$ cat src/rtl/ebus_xfer_ctl.sv
//------------------------------------------------------------------------------
// Module      : ebus_xfer_ctl
// Description : EBOX-side EBUS single-word transfer sequencer (CS/FUNC setup,
//               DEMAND/XFER handshake, timeout). Optional macro EBUS_PARITY_EN
//               adds odd data parity on the bus and a sticky parity error.
// Revision    : 1.0 - initial release
//------------------------------------------------------------------------------
`default_nettype none

module ebus_xfer_ctl #(
    parameter int SETUP_CYC   = 2,
    parameter int TIMEOUT_CYC = 1024,
    parameter int DATA_W      = 36
) (
    input  logic              clk,
    input  logic              rst_n,
    input  logic              start,
    input  logic              dir_wr,
    input  logic [0:6]        cs_in,
    input  logic [0:2]        func_in,
    input  logic [0:DATA_W-1] wdata,
    input  logic              ebus_xfer,
    input  logic [0:DATA_W-1] ebus_din,
`ifdef EBUS_PARITY_EN
    input  logic              ebus_dpar_in,
    output logic              ebus_dpar_out,
    output logic              par_err,
`endif
    output logic [0:6]        ebus_cs,
    output logic [0:2]        ebus_func,
    output logic              ebus_demand,
    output logic              ebus_drive,
    output logic [0:DATA_W-1] ebus_dout,
    output logic [0:DATA_W-1] rdata,
    output logic              busy,
    output logic              done,
    output logic              timeout
);

    typedef enum logic [2:0] {
        ST_IDLE    = 3'd0,
        ST_SETUP   = 3'd1,
        ST_DEMAND  = 3'd2,
        ST_RELEASE = 3'd3,
        ST_DONE    = 3'd4
    } state_t;

    localparam logic [3:0]  SETUP_LAST = 4'(SETUP_CYC - 1);
    localparam logic [15:0] TO_LAST    = 16'(TIMEOUT_CYC - 1);

    state_t              state_q;
    logic [3:0]          scnt_q;
    logic [15:0]         tcnt_q;
    logic                xs_meta_q;
    logic                xs_q;
    logic                xs_prev_q;
    logic                dir_q;
    logic [0:6]          cs_q;
    logic [0:2]          func_q;
    logic [0:DATA_W-1]   dout_q;
    logic [0:DATA_W-1]   rdata_q;
    logic                demand_q;
    logic                drive_q;
    logic                busy_q;
    logic                done_q;
    logic                timeout_q;
`ifdef EBUS_PARITY_EN
    logic                dpar_q;
    logic                par_err_q;
`endif

    logic                xfer_rise_d;
    logic                finish_d;

    // A rise is only seen once XFER was observed low first, so an XFER left
    // high from before DEMAND never counts as an acknowledge.
    assign xfer_rise_d = xs_q & ~xs_prev_q;
    assign finish_d    = ((state_q == ST_DEMAND) && !xfer_rise_d && (tcnt_q == TO_LAST)) ||
                         ((state_q == ST_RELEASE) && !xs_q);

    always_ff @(posedge clk or negedge rst_n) begin
        if (!rst_n) begin
            state_q   <= ST_IDLE;
            scnt_q    <= '0;
            tcnt_q    <= '0;
            xs_meta_q <= 1'b0;
            xs_q      <= 1'b0;
            xs_prev_q <= 1'b0;
            dir_q     <= 1'b0;
            cs_q      <= '0;
            func_q    <= '0;
            dout_q    <= '0;
            rdata_q   <= '0;
            demand_q  <= 1'b0;
            drive_q   <= 1'b0;
            busy_q    <= 1'b0;
            done_q    <= 1'b0;
            timeout_q <= 1'b0;
`ifdef EBUS_PARITY_EN
            dpar_q    <= 1'b0;
            par_err_q <= 1'b0;
`endif
        end else begin
            xs_meta_q <= ebus_xfer;
            xs_q      <= xs_meta_q;
            xs_prev_q <= xs_q;
            done_q    <= 1'b0;

            case (state_q)
                ST_IDLE: begin
                    if (start) begin
                        dir_q     <= dir_wr;
                        cs_q      <= cs_in;
                        func_q    <= func_in;
                        dout_q    <= wdata;
                        drive_q   <= dir_wr;
                        busy_q    <= 1'b1;
                        timeout_q <= 1'b0;
                        scnt_q    <= SETUP_LAST;
                        state_q   <= ST_SETUP;
`ifdef EBUS_PARITY_EN
                        dpar_q    <= ~^wdata;
                        par_err_q <= 1'b0;
`endif
                    end
                end
                ST_SETUP: begin
                    if (scnt_q == 4'd0) begin
                        demand_q <= 1'b1;
                        tcnt_q   <= '0;
                        state_q  <= ST_DEMAND;
                    end else begin
                        scnt_q <= scnt_q - 4'd1;
                    end
                end
                ST_DEMAND: begin
                    if (xfer_rise_d) begin
                        if (!dir_q) begin
                            rdata_q <= ebus_din;
`ifdef EBUS_PARITY_EN
                            if ((^ebus_din ^ ebus_dpar_in) != 1'b1) begin
                                par_err_q <= 1'b1;
                            end
`endif
                        end
                        demand_q <= 1'b0;
                        state_q  <= ST_RELEASE;
                    end else if (tcnt_q == TO_LAST) begin
                        demand_q  <= 1'b0;
                        timeout_q <= 1'b1;
                        state_q   <= ST_DONE;
                    end else begin
                        tcnt_q <= tcnt_q + 16'd1;
                    end
                end
                ST_RELEASE: begin
                    if (!xs_q) begin
                        state_q <= ST_DONE;
                    end
                end
                ST_DONE: begin
                    busy_q  <= 1'b0;
                    state_q <= ST_IDLE;
                end
                default: begin
                    state_q <= ST_IDLE;
                end
            endcase

            // Bus fields are released as the DONE pulse begins.
            if (finish_d) begin
                done_q  <= 1'b1;
                cs_q    <= '0;
                func_q  <= '0;
                dout_q  <= '0;
                drive_q <= 1'b0;
`ifdef EBUS_PARITY_EN
                dpar_q  <= 1'b1;
`endif
            end
        end
    end

    assign ebus_cs     = cs_q;
    assign ebus_func   = func_q;
    assign ebus_demand = demand_q;
    assign ebus_drive  = drive_q;
    assign ebus_dout   = dout_q;
    assign rdata       = rdata_q;
    assign busy        = busy_q;
    assign done        = done_q;
    assign timeout     = timeout_q;
`ifdef EBUS_PARITY_EN
    assign ebus_dpar_out = dpar_q;
    assign par_err       = par_err_q;
`endif

endmodule

`default_nettype wire

$ cat config.mk
export PLATFORM = sky130hd
export DESIGN_NAME = ebus_xfer_ctl
export DESIGN_NICKNAME = d
export VERILOG_FILES = /design/src/rtl/ebus_xfer_ctl.sv
export SDC_FILE = /design/constraint.sdc
export NUM_CORES = 1
export LEC_CHECK = 0
export CORE_UTILIZATION = 41
export DETAILED_ROUTE_END_ITERATION = 10
export HOLD_SLACK_MARGIN = 0.1
export PLACE_DENSITY_LB_ADDON = 0.2
export SYNTH_ARGS = -nofsm -noshare
export SYNTH_HDL_FRONTEND = slang
export SYNTH_SLANG_ARGS = --single-unit
export TNS_END_PERCENT = 100
$ cat constraint.sdc
create_clock -name clk -period 5.6 [get_ports clk]
set_input_delay 0.56 -clock clk [delete_from_list [all_inputs] [get_ports clk]]
set_output_delay 0.56 -clock clk [all_outputs]
set_load 0.1 [all_outputs]
Yosys cells after proc, flatten, opt, wreduce, memory -nomap -nowiden
Index checks and enable logic that the tools add are counted.
{ "op_classes": {"add_sub_neg": 2, "n_eq_ne": 13, "muxes": 36, "bitwise_logic": 3, "n_reduce_logical": 23} }
{ "op_table": {"columns": ["op", "count"], "rows": [
  ["$mux 36", 3],
  ["$mux 16", 3],
  ["$pmux 16 s2", 1],
  ["$mux 3", 8],
  ["$mux 7", 3],
  ["$add 16x1->16 const B", 1],
  ["$eq 16x10->1 const B", 1],
  ["$ne 2x2->1 const B", 6],
  ["$pmux 3 s4", 1],
  ["$reduce_and 4->1", 3],
  ["$reduce_bool 2->1", 6],
  ["$mux 1", 11],
  ["$reduce_and 3->1", 3],
  ["$mux 4", 2],
  ["$pmux 4 s2", 1],
  ["$eq 3x2->1 const B", 2],
  ["$pmux 1 s2", 3],
  ["$reduce_and 2->1", 3],
  ["$logic_not 4->1", 1],
  ["$sub 4x1->4 const B", 1],
  ["$eq 3x1->1 const B", 1],
  ["$eq 3x3->1 const B", 1],
  ["$logic_and 1x1->1", 3],
  ["$logic_not 3->1", 1],
  ["6 further kinds", 8]
]} }
{ "totals": {"register_bits": 114, "input_bits": 87, "output_inout_bits": 87, "elab_cells": 93} }

Depth between registers and ports, before layout
Gate-level depths: netlist of the first run.
{ "logic_depth": {"depth_word": 8, "depth_mapped": 8, "ltp_nobuf": 7} }

Worst setup path before layout of the first run
No wires, ideal clock.
{ "synth_path": {"path_type": "register to register", "start": "reg state_q[1]", "end": "reg rdata_q, in the netlist rdata[0]", "setup_time_ps": 125, "t_arrival_ps": 1881, "t_required_ps": 5475, "path_slack_ps": 3594, "path_stages_with_launch": 7, "path_buffers": 3, "synth_period_minus_slack_ps": 2006, "cell_sequence": "dfrtp_1 -> or3b_1 -> buf_2 -> or3_1 -> buf_6 -> buf_6 -> mux2_4"} }
{ "synth_between": {"elab_chain_cells": 2} }
{ "synth_rtl": {"columns": ["item", "line", "rtl"], "rows": [
  ["start, declared", "51", "state_t state_q;"],
  ["start signal, assigned", "83", "state_q <= ST_IDLE;"],
  ["start signal, assigned", "120", "state_q <= ST_SETUP;"],
  ["start signal, assigned", "131", "state_q <= ST_DEMAND;"],
  ["$eq 3x2->1", "109", "case (state_q)"],
  ["$reduce_and 3->1 (no source line)", null, null],
  ["end signal, assigned", "139", "rdata_q <= ebus_din;"],
  ["end, declared", "61", "logic [0:DATA_W-1] rdata_q;"]
]} }
No other way between the ends.
A chain may end at the register's enable or synchronous reset.

Final worst setup path of the first run
{ "layout_path": {"start": "reg tcnt_q[0]", "end": "reg dout_q, in the netlist ebus_dout[33]"} }
{ "layout_between": {"elab_chain_cells": 5, "word_cells_on_any_way": 7, "classes_between": "1 x eq/ne; 1 x mux; 5 x reduce/logical"} }
{ "layout_rtl": {"columns": ["item", "line", "rtl"], "rows": [
  ["start, declared", "53", "logic [15:0] tcnt_q;"],
  ["start signal, assigned", "153", "tcnt_q <= tcnt_q + 16'd1;"],
  ["$eq 16x10->1 *", "78", "assign finish_d = ((state_q == ST_DEMAND) && !xfer_rise_d && (tcnt_q == TO_LAST)) ||"],
  ["$logic_and 1x1->1 *", "78", null],
  ["$logic_or 1x1->1 *", "78", null],
  ["$reduce_bool 2->1 (no source line)", null, null],
  ["$reduce_and 2->1 (no source line)", null, null],
  ["end signal, assigned", "115", "dout_q <= wdata;"],
  ["end, declared", "60", "logic [0:DATA_W-1] dout_q;"]
]} }
Mark *: on every way between the ends. The rest lies on a longest branch, timed or not.

==> results of run 1 <==
-- kinds of logic (layout without fill, tap and decap cells) --
logic type | count (synthesis) | after routing
adder cells (fa/ha/maj) | 3 | 3
AO/OA/AOI/OAI | 100 | 100
AND/OR/NAND/NOR | 164 | 164
flip-flops | 114 | 114
multiplexers | 36 | 36
buffers and inverters | 29 | 209
XOR/XNOR | 2 | 2
-- registers in the layout, summed over array words and instances (netlist names), 3 cells and up --
signal     flops
ebus_cs        7
ebus_dout     36
ebus_func      3
rdata         36
scnt_q         4
state_q        3
tcnt_q        16
-- routing by layer --
| layer | part of all wire (%) | vias to the layer above | global-route usage, % |
|---|---|---|---|
| met5 | 0 | - | 0 |
| met4 | 2.6 | 0 | 10.76 |
| met3 | 5.1 | 22 | 5.194 |
| met2 | 48 | 140 | 33.25 |
| met1 | 44 | 1918 | 27.75 |
| li1 | - | 1893 | - |
-- area by class of cell --
cell class              instances  area, sq um
fillers                       896         4194
inverters                       4        15.01
multi-input cells             305         1863
repair buffers                174         1737
clock buffers                  21        470.5
flip-flops and latches        114         2853
well taps                     143        178.9
clock inverters                10        156.4
-- placed cells by master (no fill, tap or decap), types with 2 or more instances in the layout --
cell | synthesis | routed
or3b_2 | 2 | 2
a31oi_1 | 4 | 4
nand2b_1 | 2 | 2
and3_1 | 2 | 2
ha_1 | 3 | 3
clkinv_2 | 0 | 4
nand3_1 | 9 | 9
nand3b_1 | 2 | 2
bufinv_16 | 0 | 4
dfrtp_1 | 114 | 114
nand4_1 | 8 | 8
mux2_4 | 30 | 30
nor4_1 | 3 | 3
xor2_1 | 2 | 2
clkbuf_16 | 0 | 17
nor2b_1 | 2 | 2
nand2_1 | 109 | 109
buf_4 | 0 | 2
o31ai_1 | 5 | 5
a21oi_1 | 57 | 57
or2_2 | 2 | 2
clkbuf_8 | 0 | 3
clkdlybuf4s50_1 | 0 | 172
mux2_2 | 6 | 6
nor2_1 | 13 | 12
inv_1 | 4 | 4
a41oi_1 | 4 | 4
o21ai_0 | 26 | 26
-- worst paths after layout --
check                                           start                   endpoint  slack (ns)  cells past startpoint
worst min-delay path                            rst_n      rdata[27]$_DFFE_PN0P_        0.18                      1
min in group clk                  xs_meta_q$_DFF_PN0_             xs_q$_DFF_PN0_        0.36                      0
max in group asynchronous                       rst_n        timeout$_DFFE_PN0P_        4.18                      2
worst max-delay path            tcnt_q[0]$_DFFE_PN0P_  ebus_dout[33]$_DFFE_PN0P_        2.63                      6
worst min register to register    xs_meta_q$_DFF_PN0_             xs_q$_DFF_PN0_        0.36                      0
worst max register to register  tcnt_q[0]$_DFFE_PN0P_  ebus_dout[33]$_DFFE_PN0P_        2.63                      6
-- stage by stage --
stage / util (%) / setup WS, ns / hold WS, ns
after floorplan: - / 3.594 / 0.2644
after global placement: 57.96 / 2.848 / 0.3360
after detailed placement: 57.96 / 2.678 / 0.3492
after CTS: 63.43 / 2.649 / 0.2013
after global routing: 63.43 / 2.325 / 0.2369
final: 63.43 / 2.625 / 0.1802
==> reports/qor.yml, run 1 <==
clkTransAtPathRegs_ns: 0.05
synthCells: 448
ctsResizeCount: 0
holdBufCountCts: 0
drt_iter0_markers: 311
yosys_warnings: 0
synthMuxAreaShare_pct: 10.68
cts_tree: "yes"
initial_core_util_pct: 42.29
cp-end-kind: "flip-flop"
antenna_cells: 0
grtUsageTotal_pct: 21.32
synth_compound_area_share_pct: 11.25
place_congestion: 0.8224
relSlewSlack_pct: 24.15
grt_max_degree: 62
grt_overflow: 0
cts_made_buffers: 17
final_nets: 706
drcViolationCount: 0
synth-edff-count: 0
ios: 174
worstHoldPathType: "input port to asynchronous set/reset pin"
final_area_sq_um: 7273
hold_violations: 0
crit_family: "simple AND/OR/NAND/NOR gates"
synth_xor_area_share_pct: 0.3612
die_y_um: 110.8
fp.dieArea_sq_um: 12270
synth_top_area_cell: "dfrtp_1"
cts_setup_buffers: 0
avgSynthCellArea_sq_um: 10.83
final.setup.tns_ns: 0
grt_pass1_vias: 4010
synth_flop_cell: "dfrtp_1"
clock-sinks: 114
finalCritPeriodShare_pct: 53.12
crit_required_ns: 5.84
fp.dieW_um: 110.8
synthSimpleGateAreaFrac_pct: 15.14
htreeDepth: 4
cp.arrival_ns: 3.21
synthesis.area_sq_um: 4850
ys_ff_latch: 114
crit_slowest_cell: "and4b_2"
wl_per_cell_um: 16.08
viasPerCell: 5.153
max_cap_violations: 0
synth_top_family_by_area: "simple AND/OR/NAND/NOR gates"
finClkSkew_ns: 0.008133
core-area_sq_um: 11470
finalSetupViolCount: 0
ys_seq_area_share_pct: 58.82
ys_types: 38
synth_fa_ha_area_share_pct: 0.7740
ys_async_sr_fraction_pct: 100.0
fmax_mhz: 336.2
synth_top_cells_by_count: "dfrtp_1 (114), nand2_1 (109), a21oi_1 (57)"
dp.cells: 740
synth.most_common_cell: "dfrtp_1"
status: "finished, final reports clean"
tightestPinTransition_ns: 1.138
synth_area_leaders: "dfrtp_1 (59%), mux2_4 (9.3%), nand2_1 (8.4%)"
grt_pass1_wl_um: 20670
slowest_delay_ns: 0.85
cp_num_buf_inv: 0
synth_fp_nets: 538
min_period_ns: 2.975
placed_cell_area_sq_um: 6646
portBuffers: 173
cp-start-kind: "flip-flop"
drive_above_1_share_pct: 11.94
crit_chain: "ha_1 > nor4bb_1 > nand4_1 > nand2_1 > and4b_2 > a21oi_1"
drtPass1Iterations: 5
antenna_found_initial: 0
cp_max_fo: 48
rows: 39
clk_latency_ns: 0.40
vias: 3973
area_growth_pct: 49.97
root_buffer: "clkbuf_16"
path_class: "flip-flop to flip-flop"
drv_slew: 0
rsz0062_at_grt: "false"
hpwl_um: 8431
synth_top_area_share_pct: 58.82
fin_cells: 771
totalWireLength_um: 12400
clockBufferDepth: 2
drtAntennaViolNets: 0
Power of run 1 is not shown: default switching activity piles up to over one toggle a cycle in this logic, so the estimate is an artifact.
==> run 2: changes to the inputs <==
==> constraint.sdc (replaced) <==
create_clock -name clk -period 2.8 [get_ports clk]
set_input_delay 0.28 -clock clk [delete_from_list [all_inputs] [get_ports clk]]
set_output_delay 0.28 -clock clk [all_outputs]
set_load 0.1 [all_outputs]
==> reports/qor.yml, run 2 (synthesis gave the netlist of run 1 again) <==
tightestPinTransition_ns: 1.017  # was 1.138 ns
antenna_found_initial: 0  # unchanged
fmax_mhz: 421.9  # was 336.2 MHz
worstRegToRegCells: 4  # was 6
grt_pass1_vias: 4010  # unchanged
drt_iter0_markers: 299  # was 311
hold_ws_ns: 0.3049  # was 0.1802 ns
core-area_sq_um: 11470  # unchanged
final.setup.tns_ns: 0  # unchanged
drv_slew: 0  # unchanged
clock-sinks: 114  # unchanged
vias: 4036  # was 3,973
rrSetupSlack_ns: 0.43  # was 2.63 ns
crit_chain: "or3b_1 > or3_2 > buf_4 > mux2_4"  # was ha_1 > nor4bb_1 > nand4_1 > nand2_1 > and4b_2 > a21oi_1
crit_family: "simple AND/OR/NAND/NOR gates"  # unchanged
portBuffers: 173  # unchanged
layout_commonest_cell: "dfrtp_1"  # was clkdlybuf4s50_1
die_y_um: 110.8  # unchanged
rows: 39  # unchanged
r2r-start: "state_q[2]$_DFFE_PN0P_"  # was tcnt_q[0]$_DFFE_PN0P_
area_growth_pct: 46.88  # was 49.97%
place_congestion: 0.8358  # was 0.8224
finalSetupViolCount: 0  # unchanged
totalWireLength_um: 12600  # was 12,400 um
rsz0062_at_grt: "false"  # unchanged
cp_max_fo: 36  # was 48
status: "finished, final reports clean"  # unchanged
viasPerCell: 5.174  # was 5.153
cts_tree: "yes"  # unchanged
drtAntennaViolNets: 0  # unchanged
fin_cells: 780  # was 771
cp.arrival_ns: 2.65  # was 3.21 ns
cp.depth: 4  # was 6
final_cell_mix: "dfrtp_1 (114), nand2_1 (109), buf_4 (94)"  # was clkdlybuf4s50_1 (172), dfrtp_1 (114), nand2_1 (109)
crit_slowest_cell: "or3b_1"  # was and4b_2
grt_overflow: 0  # unchanged
path_class: "flip-flop to flip-flop"  # unchanged
fp.dieW_um: 110.8  # unchanged
critPathLaunch: "state_q[2]$_DFFE_PN0P_"  # was tcnt_q[0]$_DFFE_PN0P_
final_nets: 714  # was 706
root_buffer: "clkbuf_16"  # unchanged
clk_latency_ns: 0.41  # was 0.40 ns
grtUsageTotal_pct: 21.14  # was 21.32%
grt_max_degree: 51  # was 62
worstSetupEndpoint: "rdata[30]$_DFFE_PN0P_"  # was ebus_dout[33]$_DFFE_PN0P_
relSlewSlack_pct: 32.20  # was 24.15%
wl_per_cell_um: 16.16  # was 16.08 um
cp-start-kind: "flip-flop"  # unchanged
ios: 174  # unchanged
hpwl_um: 8451  # was 8431 um
htreeDepth: 4  # unchanged
worstHoldPathType: "input port to flip-flop"  # was input port to asynchronous set/reset pin
antenna_cells: 0  # unchanged
cp-end-kind: "flip-flop"  # unchanged
initial_core_util_pct: 42.29  # unchanged
hold_violations: 0  # unchanged
clkTransAtPathRegs_ns: 0.05  # about the same
max_cap_violations: 0  # unchanged
drtPass1Iterations: 5  # unchanged
finClkSkew_ns: 0.01503  # was 0.008133 ns
crit_required_ns: 3.08  # was 5.84 ns
dp.cells: 747  # was 740
slowest_delay_ns: 0.54  # was 0.85 ns
cp_num_buf_inv: 1  # was 0
cts_made_buffers: 17  # unchanged
finalCritPeriodShare_pct: 84.65  # was 53.12%
timing.rr.end: "rdata[30]$_DFFE_PN0P_"  # was ebus_dout[33]$_DFFE_PN0P_
grt_pass1_wl_um: 20360  # was 20,670 um
fp.dieArea_sq_um: 12270  # unchanged
min_period_ns: 2.370  # was 2.975 ns
drcViolationCount: 0  # unchanged
drive_above_1_share_pct: 26.37  # was 11.94%
clockBufferDepth: 2  # unchanged
run 2: final cells by class:
cell class / instances / area (sq um)
Clock buffer: 23 / 478.0
Clock inverter: 9 / 128.9
Fill cell: 936 / 4344
Inverter: 4 / 15.01
Multi-Input combinational cell: 305 / 1863
Sequential cell: 114 / 2853
Tap cell: 143 / 178.9
Timing Repair Buffer: 182 / 1607
run 2: what timing repair did:
item,CTS,global route
setup buffers,0,0
resized for setup,0,0
hold buffers,1,0
hold endpoints to repair,41,0
run 2: per-stage QoR:
stage / setup slack, ns / utilization (%) / area [sq um]
floorplan: 0.7939 / - / 4850
global placement: 0.5147 / 56.74 / 6506
detailed placement: 0.4678 / 56.74 / 6506
CTS: 0.4484 / 62.12 / 7123
global route: 0.3202 / 62.12 / 7123
finish: 0.4298 / 62.12 / 7123
run 2: worst min path at each step:
stage | from | endpoint | slack [ns] | cells past startpoint
after floorplan | rst_n | busy$_DFFE_PN0P_ | -0.02 | 0
after global placement | rst_n | ebus_cs[1]$_DFFE_PN0P_ | 0.30 | 1
after detailed placement | rst_n | ebus_cs[1]$_DFFE_PN0P_ | 0.31 | 1
after CTS | ebus_xfer | xs_meta_q$_DFF_PN0_ | 0.30 | 1
after global routing | ebus_xfer | xs_meta_q$_DFF_PN0_ | 0.30 | 1
final | ebus_xfer | xs_meta_q$_DFF_PN0_ | 0.30 | 1
run 2: routing by layer:
layer	part of all wire, %	track usage, %
met1	44	26.89
met4	1.6	8.711
met5	0	0
met3	5.5	4.921
met2	49	34.74
run 2: worst register-to-register path: cells and delay by family, from the launching register on:
family	cells	cell delay [ns]
and+or+nand+nor	2	1.04
DFF	1	0.47
buffers and inverters	1	0.32
muxes	1	0.41
Power of run 2 is left out for the same reason.
